===== src/rtl/ucca_violation_ctrl_pkg.sv =====
// Shared definitions for the UCCA violation controller: register word offsets,
// STATUS bit positions and the reset-stretch FSM encoding.
package ucca_violation_ctrl_pkg;

    typedef enum logic {
        ST_IDLE   = 1'b0,
        ST_ASSERT = 1'b1
    } ucca_state_t;

    // Word offsets inside the register window (byte offsets +0, +2, +4, +6).
    localparam logic [1:0] OFF_STATUS   = 2'd0;
    localparam logic [1:0] OFF_FAULT_PC = 2'd1;
    localparam logic [1:0] OFF_COUNT    = 2'd2;
    localparam logic [1:0] OFF_RSVD     = 2'd3;

    localparam int STAT_VALID = 15;
    localparam int STAT_MULTI = 2;
    localparam int STAT_STK   = 1;
    localparam int STAT_RET   = 0;

    function automatic logic [15:0] pack_status(input logic valid, input logic [2:0] bits);
        logic [15:0] v;
        v = 16'h0000;
        v[STAT_VALID] = valid;
        v[STAT_MULTI] = bits[2];
        v[STAT_STK]   = bits[1];
        v[STAT_RET]   = bits[0];
        return v;
    endfunction

endpackage


===== src/rtl/ucca_violation_ctrl_reset_stretch.sv =====
// Reset stretcher: a violation seen in IDLE launches one registered ucca_reset
// pulse of exactly RESET_CYCLES clocks; violations during the pulse are ignored.
module ucca_reset_stretch
    import ucca_violation_ctrl_pkg::*;
#(
    parameter int RESET_CYCLES = 8
) (
    input  logic        i_clk,
    input  logic        i_rst,
    input  logic        i_viol,
    output logic        o_ucca_reset,
    output ucca_state_t o_state
);

    localparam logic [7:0] LOAD = 8'(RESET_CYCLES - 1);

    ucca_state_t r_state;
    logic [7:0]  r_cnt;
    logic        r_ucca_reset;

    always_ff @(posedge i_clk or posedge i_rst) begin
        if (i_rst) begin
            r_state      <= ST_IDLE;
            r_cnt        <= 8'd0;
            r_ucca_reset <= 1'b0;
        end else begin
            case (r_state)
                ST_IDLE: begin
                    if (i_viol) begin
                        r_state      <= ST_ASSERT;
                        r_cnt        <= LOAD;
                        r_ucca_reset <= 1'b1;
                    end
                end
                ST_ASSERT: begin
                    // Counter reaching zero marks the last high cycle of the pulse.
                    if (r_cnt == 8'd0) begin
                        r_state      <= ST_IDLE;
                        r_ucca_reset <= 1'b0;
                    end else begin
                        r_cnt <= r_cnt - 8'd1;
                    end
                end
                default: begin
                    r_state      <= ST_IDLE;
                    r_ucca_reset <= 1'b0;
                end
            endcase
        end
    end

    assign o_ucca_reset = r_ucca_reset;
    assign o_state      = r_state;

endmodule


===== src/rtl/ucca_violation_ctrl.sv =====
// UCCA violation controller: stretched ucca_reset, sticky cause/PC log on the
// peripheral bus. Define UCCA_VIOL_COUNT_EN to build the saturating event counter.
module ucca_violation_ctrl
    import ucca_violation_ctrl_pkg::*;
#(
    parameter logic [15:0] BASE_ADDR    = 16'h0170,
    parameter int          RESET_CYCLES = 8
) (
    input  logic        clk,
    input  logic        system_reset,
    input  logic        return_reset,
    input  logic        stack_reset,
    input  logic [15:0] pc,
    input  logic        per_en,
    input  logic [1:0]  per_we,
    input  logic [13:0] per_addr,
    input  logic [15:0] per_din,
    output logic [15:0] per_dout,
    output logic        ucca_reset,
    output logic        viol_pending
);

    logic        r_valid;
    logic [2:0]  r_bits;
    logic [15:0] r_fault_pc;

    logic        w_hit;
    logic        w_wr;
    logic        w_rd;
    logic [1:0]  w_off;
    logic        w_viol;
    logic        w_in_assert;
    logic [2:0]  w_bits_sw;
    logic        w_valid_sw;
    logic [2:0]  w_bits_nxt;
    logic        w_valid_nxt;
    logic [15:0] w_pc_nxt;
    logic [15:0] w_count;
    logic        w_unused;
    ucca_state_t w_state;

    ucca_reset_stretch #(
        .RESET_CYCLES(RESET_CYCLES)
    ) u_stretch (
        .i_clk       (clk),
        .i_rst       (system_reset),
        .i_viol      (w_viol),
        .o_ucca_reset(ucca_reset),
        .o_state     (w_state)
    );

    assign w_viol      = return_reset | stack_reset;
    assign w_in_assert = (w_state == ST_ASSERT);
    assign w_off       = per_addr[1:0];
    assign w_hit       = per_en && (per_addr[13:2] == BASE_ADDR[15:3]);
    assign w_wr        = w_hit && (per_we != 2'b00);
    assign w_rd        = w_hit && (per_we == 2'b00);
    assign w_unused    = ^per_din[15:3];

    // Software clear is applied first so that a same-cycle capture overrides it.
    always_comb begin
        w_bits_sw   = r_bits & ~((w_wr && (w_off == OFF_STATUS)) ? per_din[2:0] : 3'b000);
        w_valid_sw  = r_valid && (w_bits_sw != 3'b000);
        w_bits_nxt  = w_bits_sw;
        w_valid_nxt = w_valid_sw;
        w_pc_nxt    = r_fault_pc;
        if (w_viol) begin
            w_bits_nxt  = w_bits_sw | {w_in_assert | w_valid_sw, stack_reset, return_reset};
            w_valid_nxt = 1'b1;
            if (!w_in_assert && !w_valid_sw) begin
                w_pc_nxt = pc;
            end
        end
    end

    always_ff @(posedge clk or posedge system_reset) begin
        if (system_reset) begin
            r_valid    <= 1'b0;
            r_bits     <= 3'b000;
            r_fault_pc <= 16'h0000;
        end else begin
            r_valid    <= w_valid_nxt;
            r_bits     <= w_bits_nxt;
            r_fault_pc <= w_pc_nxt;
        end
    end

`ifdef UCCA_VIOL_COUNT_EN
    logic [15:0] r_count;

    always_ff @(posedge clk or posedge system_reset) begin
        if (system_reset) begin
            r_count <= 16'h0000;
        end else if (w_wr && (w_off == OFF_COUNT)) begin
            r_count <= w_viol ? 16'h0001 : 16'h0000;
        end else if (w_viol && (r_count != 16'hFFFF)) begin
            r_count <= r_count + 16'h0001;
        end
    end

    assign w_count = r_count;
`else
    assign w_count = 16'h0000;
`endif

    always_comb begin
        per_dout = 16'h0000;
        if (w_rd) begin
            case (w_off)
                OFF_STATUS:   per_dout = pack_status(r_valid, r_bits);
                OFF_FAULT_PC: per_dout = r_fault_pc;
                OFF_COUNT:    per_dout = w_count;
                default:      per_dout = 16'h0000;
            endcase
        end
    end

    assign viol_pending = r_valid;

endmodule

===== config.mk =====
export PLATFORM = sky130hd
export DESIGN_NAME = ucca_violation_ctrl
export DESIGN_NICKNAME = d
export VERILOG_FILES = /design/src/rtl/ucca_violation_ctrl_pkg.sv /design/src/rtl/ucca_violation_ctrl_reset_stretch.sv /design/src/rtl/ucca_violation_ctrl.sv
export SDC_FILE = /design/constraint.sdc
export NUM_CORES = 1
export LEC_CHECK = 0
export ABC_AREA = 1
export BUFFER_PORTS_ARGS = -buffer_cell sky130_fd_sc_hd__buf_4
export CAP_MARGIN = 20
export CORE_ASPECT_RATIO = 2
export CORE_MARGIN = 3
export CORE_UTILIZATION = 43
export CTS_BUF_LIST = sky130_fd_sc_hd__clkbuf_2 sky130_fd_sc_hd__clkbuf_4 sky130_fd_sc_hd__clkbuf_8
export DETAILED_ROUTE_END_ITERATION = 10
export PLACE_DENSITY = 0.76
export SYNTH_ARGS = -nofsm -noshare
export SYNTH_HDL_FRONTEND = slang
export SYNTH_SLANG_ARGS = --single-unit
export TNS_END_PERCENT = 30

===== constraint.sdc =====
create_clock -name clk -period 1.4 [get_ports clk]
set_input_delay 0 -clock clk [delete_from_list [all_inputs] [get_ports clk]]
set_output_delay 0 -clock clk [all_outputs]
set_load 0.005 [all_outputs]

Word level (Yosys, flattened, before mapping). Index checks and enable logic that the tools add are counted.

Register bits after elaboration: 30. Latch bits: 0. Memory bits (writable): 0. ROM bits: 0. Bits of input ports: 53. Output and inout bits: 18. Word-level logic and storage cells: 48. Memories: 0.

Add/sub/neg operators: 1. $mul: 0. Div/mod/pow operators: 0. Order comparisons: 0. Equal/unequal tests: 5. Shift operators: 0. Muxes and demuxes: 14. Bitwise gates (word level): 6. Reductions and logical operators: 16.

Operators with widths (count): $pmux W16 S2 (1); $mux W16 (1); $mux W8 (2); $pmux W8 S2 (1); $eq A12 B6 Y1 const B (1); $logic_not A8 Y1 (1); $sub A8 B1 Y8 const B (1); $logic_and A1 B1 Y1 (6); $mux W3 (2); $reduce_and A2 Y1 (3); $mux W1 (5); $logic_not A2 Y1 (2); $ne A2 B2 Y1 const B (2); $pmux W1 S2 (2); $and A3 B3 Y3 (1); $not A3 Y3 (1); $or A3 B3 Y3 (1); $reduce_bool A3 Y1 (1); $eq A2 B1 Y1 const B (1); $logic_not A1 Y1 (2); $ne A2 B1 Y1 const B (1); $or A1 B1 Y1 (2); $reduce_bool A2 Y1 (1); $not A1 Y1 (1).

Depth between registers and ports, before layout.
Word-level depth: 12. Depth in mapped cells: 11. Depth with buffers taken out: 10.

Cells and area by module. Synthesis repeated with hierarchy kept, for this count alone.

Cells, all modules: 212. Area, all modules: 1692.9 sq um.

Modules (own cells, without submodules): ucca_violation_ctrl (times used 1, cells an instance 137, area an instance 1089.8 sq um, sequential area each 500.5 sq um); ucca_reset_stretch (times used 1, cells an instance 75, area an instance 603.1 sq um, sequential area each 250.2 sq um).

Least setup slack after synthesis. OpenSTA, ideal clock, no wires.

Kind: flip-flop to flip-flop. Start: reg u_stretch.r_cnt[0]. End: reg u_stretch.r_cnt[5]. Library setup time: 0.127 ns. Data arrival time: 1.184 ns. Required time: 1.273 ns. Slack: 0.089 ns. Stages on the path, launching flop included: 6. Buffers on the path: 0. Clock period less this slack: 1.311 ns. Path through: dfrtp_1 -> nor3_1 -> nand3_1 -> or2_2 -> nand3_1 -> o21ai_0.

Longest elaborated chain between the ends: 3. Elaborated cells on any way between the ends: 6. Those cells by class: add/sub (1); eq/ne (1); mux (2); reduce/logical (2).

RTL lines: from (decl) (RTL line ucca_violation_ctrl_reset_stretch.sv:18) `logic [7:0] r_cnt;`; from (signal assigned) (RTL line ucca_violation_ctrl_reset_stretch.sv:41) `r_cnt <= r_cnt - 8'd1;`; $sub A8 B1 Y8 / $logic_not A8 Y1 (equally long branches) (RTL line ucca_violation_ctrl_reset_stretch.sv:41, ucca_violation_ctrl_reset_stretch.sv:37); $mux W8 / $ne A2 B2 Y1 (equally long branches); $pmux W8 S2 / $reduce_and A2 Y1 (equally long branches).

Several ways; a longest one is shown, not always the timed one. The select of a mux whose other input is x is not followed. A chain may end at the register's enable or synchronous reset.

Worst setup path after layout.
Start: reg u_stretch.r_cnt[3]. End: reg u_stretch.r_cnt[7].

The elaborated chain is that of the path after synthesis.

==> summary.txt <==
Logic synthesis
  – Post-Synth XOR/XNOR Area: 0.01711
  – Post-synthesis mux area share: 0
  – Syn Inst Count: 190
  – Net Count, Synth: 245
  – Count of cell types in the netlist: 22
  – Register area share after synthesis: 0.4890
  – Synth Register Bits: 30
  – Synth Cell Area: between 1500 and 2000 sq um
  – Compound-Gate Fraction of Synth Area: 0.04564
  – YS warnings: 0
  – Avg Cell Area, Syn: ~8.1 sq um
  – Synth area leader: dfrtp_1
  – Post-synth top area share: 0.4890
  – Area contributors post-synth: dfrtp_1 (49%), nand2_1 (14%), nand3_1 (8.5%)
  – Fraction of the mapped netlist area in adder cells: 0.01630
  – Largest family of logic cells by synthesized area: simple AND/OR/NAND/NOR gates
  – Simple-gate portion of the synthesized area: 0.3708

Critical path
  – Crit Path Class: reg -> reg
  – Crit-path cells: nor2_2, nand2_1, inv_1, nand3_2, nand2_2, inv_2, nand2_1, xor2_1, nor2_1
  – Critical Path Start Type: flop
  – CP max stage cell: dfrtp_1
  – Max FO, Critical Path: 5
  – Critical path buffers and inverters: 2
  – Stages on the worst setup path: 9
  – Critical path required time: between 1500 and 2000 ps
  – CP top delay family: simple AND/OR/NAND/NOR gates
  – Worst R2R Path Depth: 9
  – Arrival time at the worst endpoint: 1470 ps
  – Crit. End Element: flop
  – CP dominant cell by count: nand2_1
  – Max stage delay on crit path: 400 ps

Min path
  – Hold path depth: 4
  – HP Class: in -> reg

Die
  – Die Wd: 48.25 um
  – Ports: 71
  – Die Area: 4367 sq um
  – Core Area: between 3000 and 4000 sq um
  – Std-Cell Rows: 30
  – Die Y: 90.50 um
  – Initial cell density of the core: 0.4495

STA
  – Max Transition Viols Final: 0
  – RSZ-0062 raised after global routing: true
  – Period utilisation layout: 0.9283
  – Final WS setup: 100.3 ps
  – Post-Route Setup TNS: 0 ps
  – Final Hold Violating Endpoints: 0
  – Worst-Margin Slew: around 440 ps
  – Worst rel slew slack: 0.7027
  – F_max: 769.4 MHz
  – Post-route minimum period: between 1000 and 1500 ps
  – Clk_skew: roughly 5.6 ps
  – Setup-failing EPs final: 0

Clocking
  – Clk sink count: 30
  – Worst-path clk slew: 70 ps
  – Num CTS Buffers: 5
  – H-tree Lvls: 2
  – Clock latency on the worst-skew pair: roughly 280 ps
  – TritonCTS clock tree: done
  – Clock Root Buffer: clkbuf_8
  – Deepest clock path buffer count: 2

Placement
  – Dpl ws: -4.284 ps
  – Post-DP HPWL: between 3000 and 4000 um
  – GPL Wtd Cong: slightly below 0.8
  – Port-buffer cells: 57

Drt
  – Total Routed Length: 4306 um
  – Vias: about 1600
  – Routed len/inst: between 10 and 15 um
  – First-pass detailed-route iteration total: 4
  – Antenna Nets Post-Route: 0
  – Via density: 4.882
  – Iter 0 DRT Violations: 31
  – DRC viols: 0

Global route
  – First-pass GRT wire length: 6858 um
  – Grt ovf: 0
  – Initial antenna violation count: 0
  – Largest net degree at the start of global routing: 31
  – Number of global-route vias before repair: 1654
  – Global Route Usage Sum: 0.2170

Finish
  – Syn-to-layout area delta: 57.95%
  – Layout cells sized above 1: 0.3333
  – Antenna diodes: 0
  – Fillers: roughly 270
  – Core Util, Final: 0.7099
  – Layout Nets: 336

Run
  – Max-Cap Viols: 0

Pwr
  – LEAKAGE: ~1.2 nW
  – Max IR drop VDD: approximately 0.0011 V
  – Power per cell area: 1184 nW/um^2

Status
  – Status: complete, no violations
[path summary, 6_finish.rpt]
kind / slack [ps] / endpoint / start
worst min register to register: 470 / r_fault_pc[8]$_DFFE_PP0P_ / r_fault_pc[8]$_DFFE_PP0P_
worst max-delay path: 100 / u_stretch.r_cnt[7]$_DFFE_PP0P_ / u_stretch.r_cnt[3]$_DFFE_PP0P_
min in group asynchronous: 350 / r_fault_pc[11]$_DFFE_PP0P_ / system_reset
worst min-delay path: 60 / r_bits[0]$_DFF_PP0_ / per_din[0]
max in group asynchronous: 770 / u_stretch.r_cnt[2]$_DFFE_PP0P_ / system_reset
worst max register to register: 100 / u_stretch.r_cnt[7]$_DFFE_PP0P_ / u_stretch.r_cnt[3]$_DFFE_PP0P_
[cells in the mapped netlist]
master     n
nand3_1   26
nor3b_1   12
a21oi_1    5
a22oi_1    1
o22ai_1    2
nand4_1    4
o21ai_0    5
dfrtp_1   30
inv_1     16
or2_2      1
nand2_1   56
or2_1      1
nor3_1     2
nor2_2     1
nand3_2    1
ha_1       2
nand2_4    2
nor2_1    14
buf_6      1
buf_4      1
xor2_1     3
clkbuf_1   4
[area by class of cell]
type / instances / area, sq um / area share
clock buffer: 7 / 90.09 / 0.03715
timing repair buffer: 90 / 735.7 / 0.3034
sequential: 30 / 750.7 / 0.3096
inverter: 16 / 60.06 / 0.02477
clock inverter: 1 / 5.005 / 0.002064
multi-input combinational: 138 / 723.2 / 0.2982
tap: 48 / 60.06 / 0.02477
[where the power goes]
group / leakage (nW) / switching (W) / internal [W]
Clock: 0.0517 / 0.000323 / 0.000415
Combinational: 0.827 / 0.000469 / 0.000497
Sequential: 0.350 / 0.000131 / 0.00104
Total: 1.23 / 0.000922 / 0.00195
[stage by stage]
step,power (W),hold slack (ps),cell area [sq um],std cells
after floorplan,0.001603,90.81,1535,190
after global placement,0.001947,99.90,2100,302
after detailed placement,0.001985,106.8,2100,302
after CTS,0.002774,54.86,2387,329
after global routing,0.003076,104.3,2425,330
final,0.002870,55.02,2425,330
[cells by family after synthesis]
logic type                 Yosys count
AOI/OAI and AO/OA                   13
xor gates and xnor gates             3
adders and majority gates            2
buffers and inverters               22
DFF                                 30
and+or+nand+nor                    120
[state kept, by name, summed over array words and instances, names as in the netlist]
register	flops
u_stretch.o_state	1
viol_pending	1
r_bits	3
u_stretch.r_cnt	8
u_stretch.o_ucca_reset	1
r_fault_pc	16
[layer usage]
| metal | track usage | share of wire | vias up |
|---|---|---|---|
| li1 | - | - | 797 |
| met1 | 0.2081 | 0.35 | 766 |
| met2 | 0.3985 | 0.59 | 40 |
| met3 | 0.04391 | 0.043 | 8 |
| met4 | 0.08539 | 0.022 | 0 |
| met5 | 0 | 0 | - |
[cell usage in the layout (no fill, tap or decap)]
cell type	Yosys	routed
buf_4	1	70
nand2_1	56	55
dfrtp_1	30	30
nand3_1	26	25
dlygate4sd3_1	0	19
inv_1	16	13
nor2_1	14	12
nor3b_1	12	12
clkbuf_8	0	6
o21ai_0	5	5
a21oi_1	5	5
nand4_1	4	4
nor2_2	1	3
inv_2	0	3
xor2_1	3	3
nand3_2	1	2
nand2_4	2	2
o22ai_2	0	2
ha_1	2	2
or2_1	1	1
nand2_2	0	1
nor3_2	0	1
nor3_1	2	1
a22oi_1	1	1
or2_4	0	1
clkinv_2	0	1
clkbuf_4	0	1
buf_12	0	1
[worst register-to-register path, cell delays in order (launching register included)]
cell and delay (ps):
dfrtp_1 400, nor2_2 140, nand2_1 60, inv_1 80
nand3_2 80, nand2_2 80, inv_2 60, nand2_1 80
xor2_1 150, nor2_1 60
[repair_timing]
item | CTS | global route
setup endpoints to repair | 2 | 9
resized for setup | 1 | 10
hold buffers | 19 | 0
hold endpoints to repair | 49 | 0
pin swaps | 0 | 2
setup buffers | 0 | 1
Power figures use the tool's default switching activity.
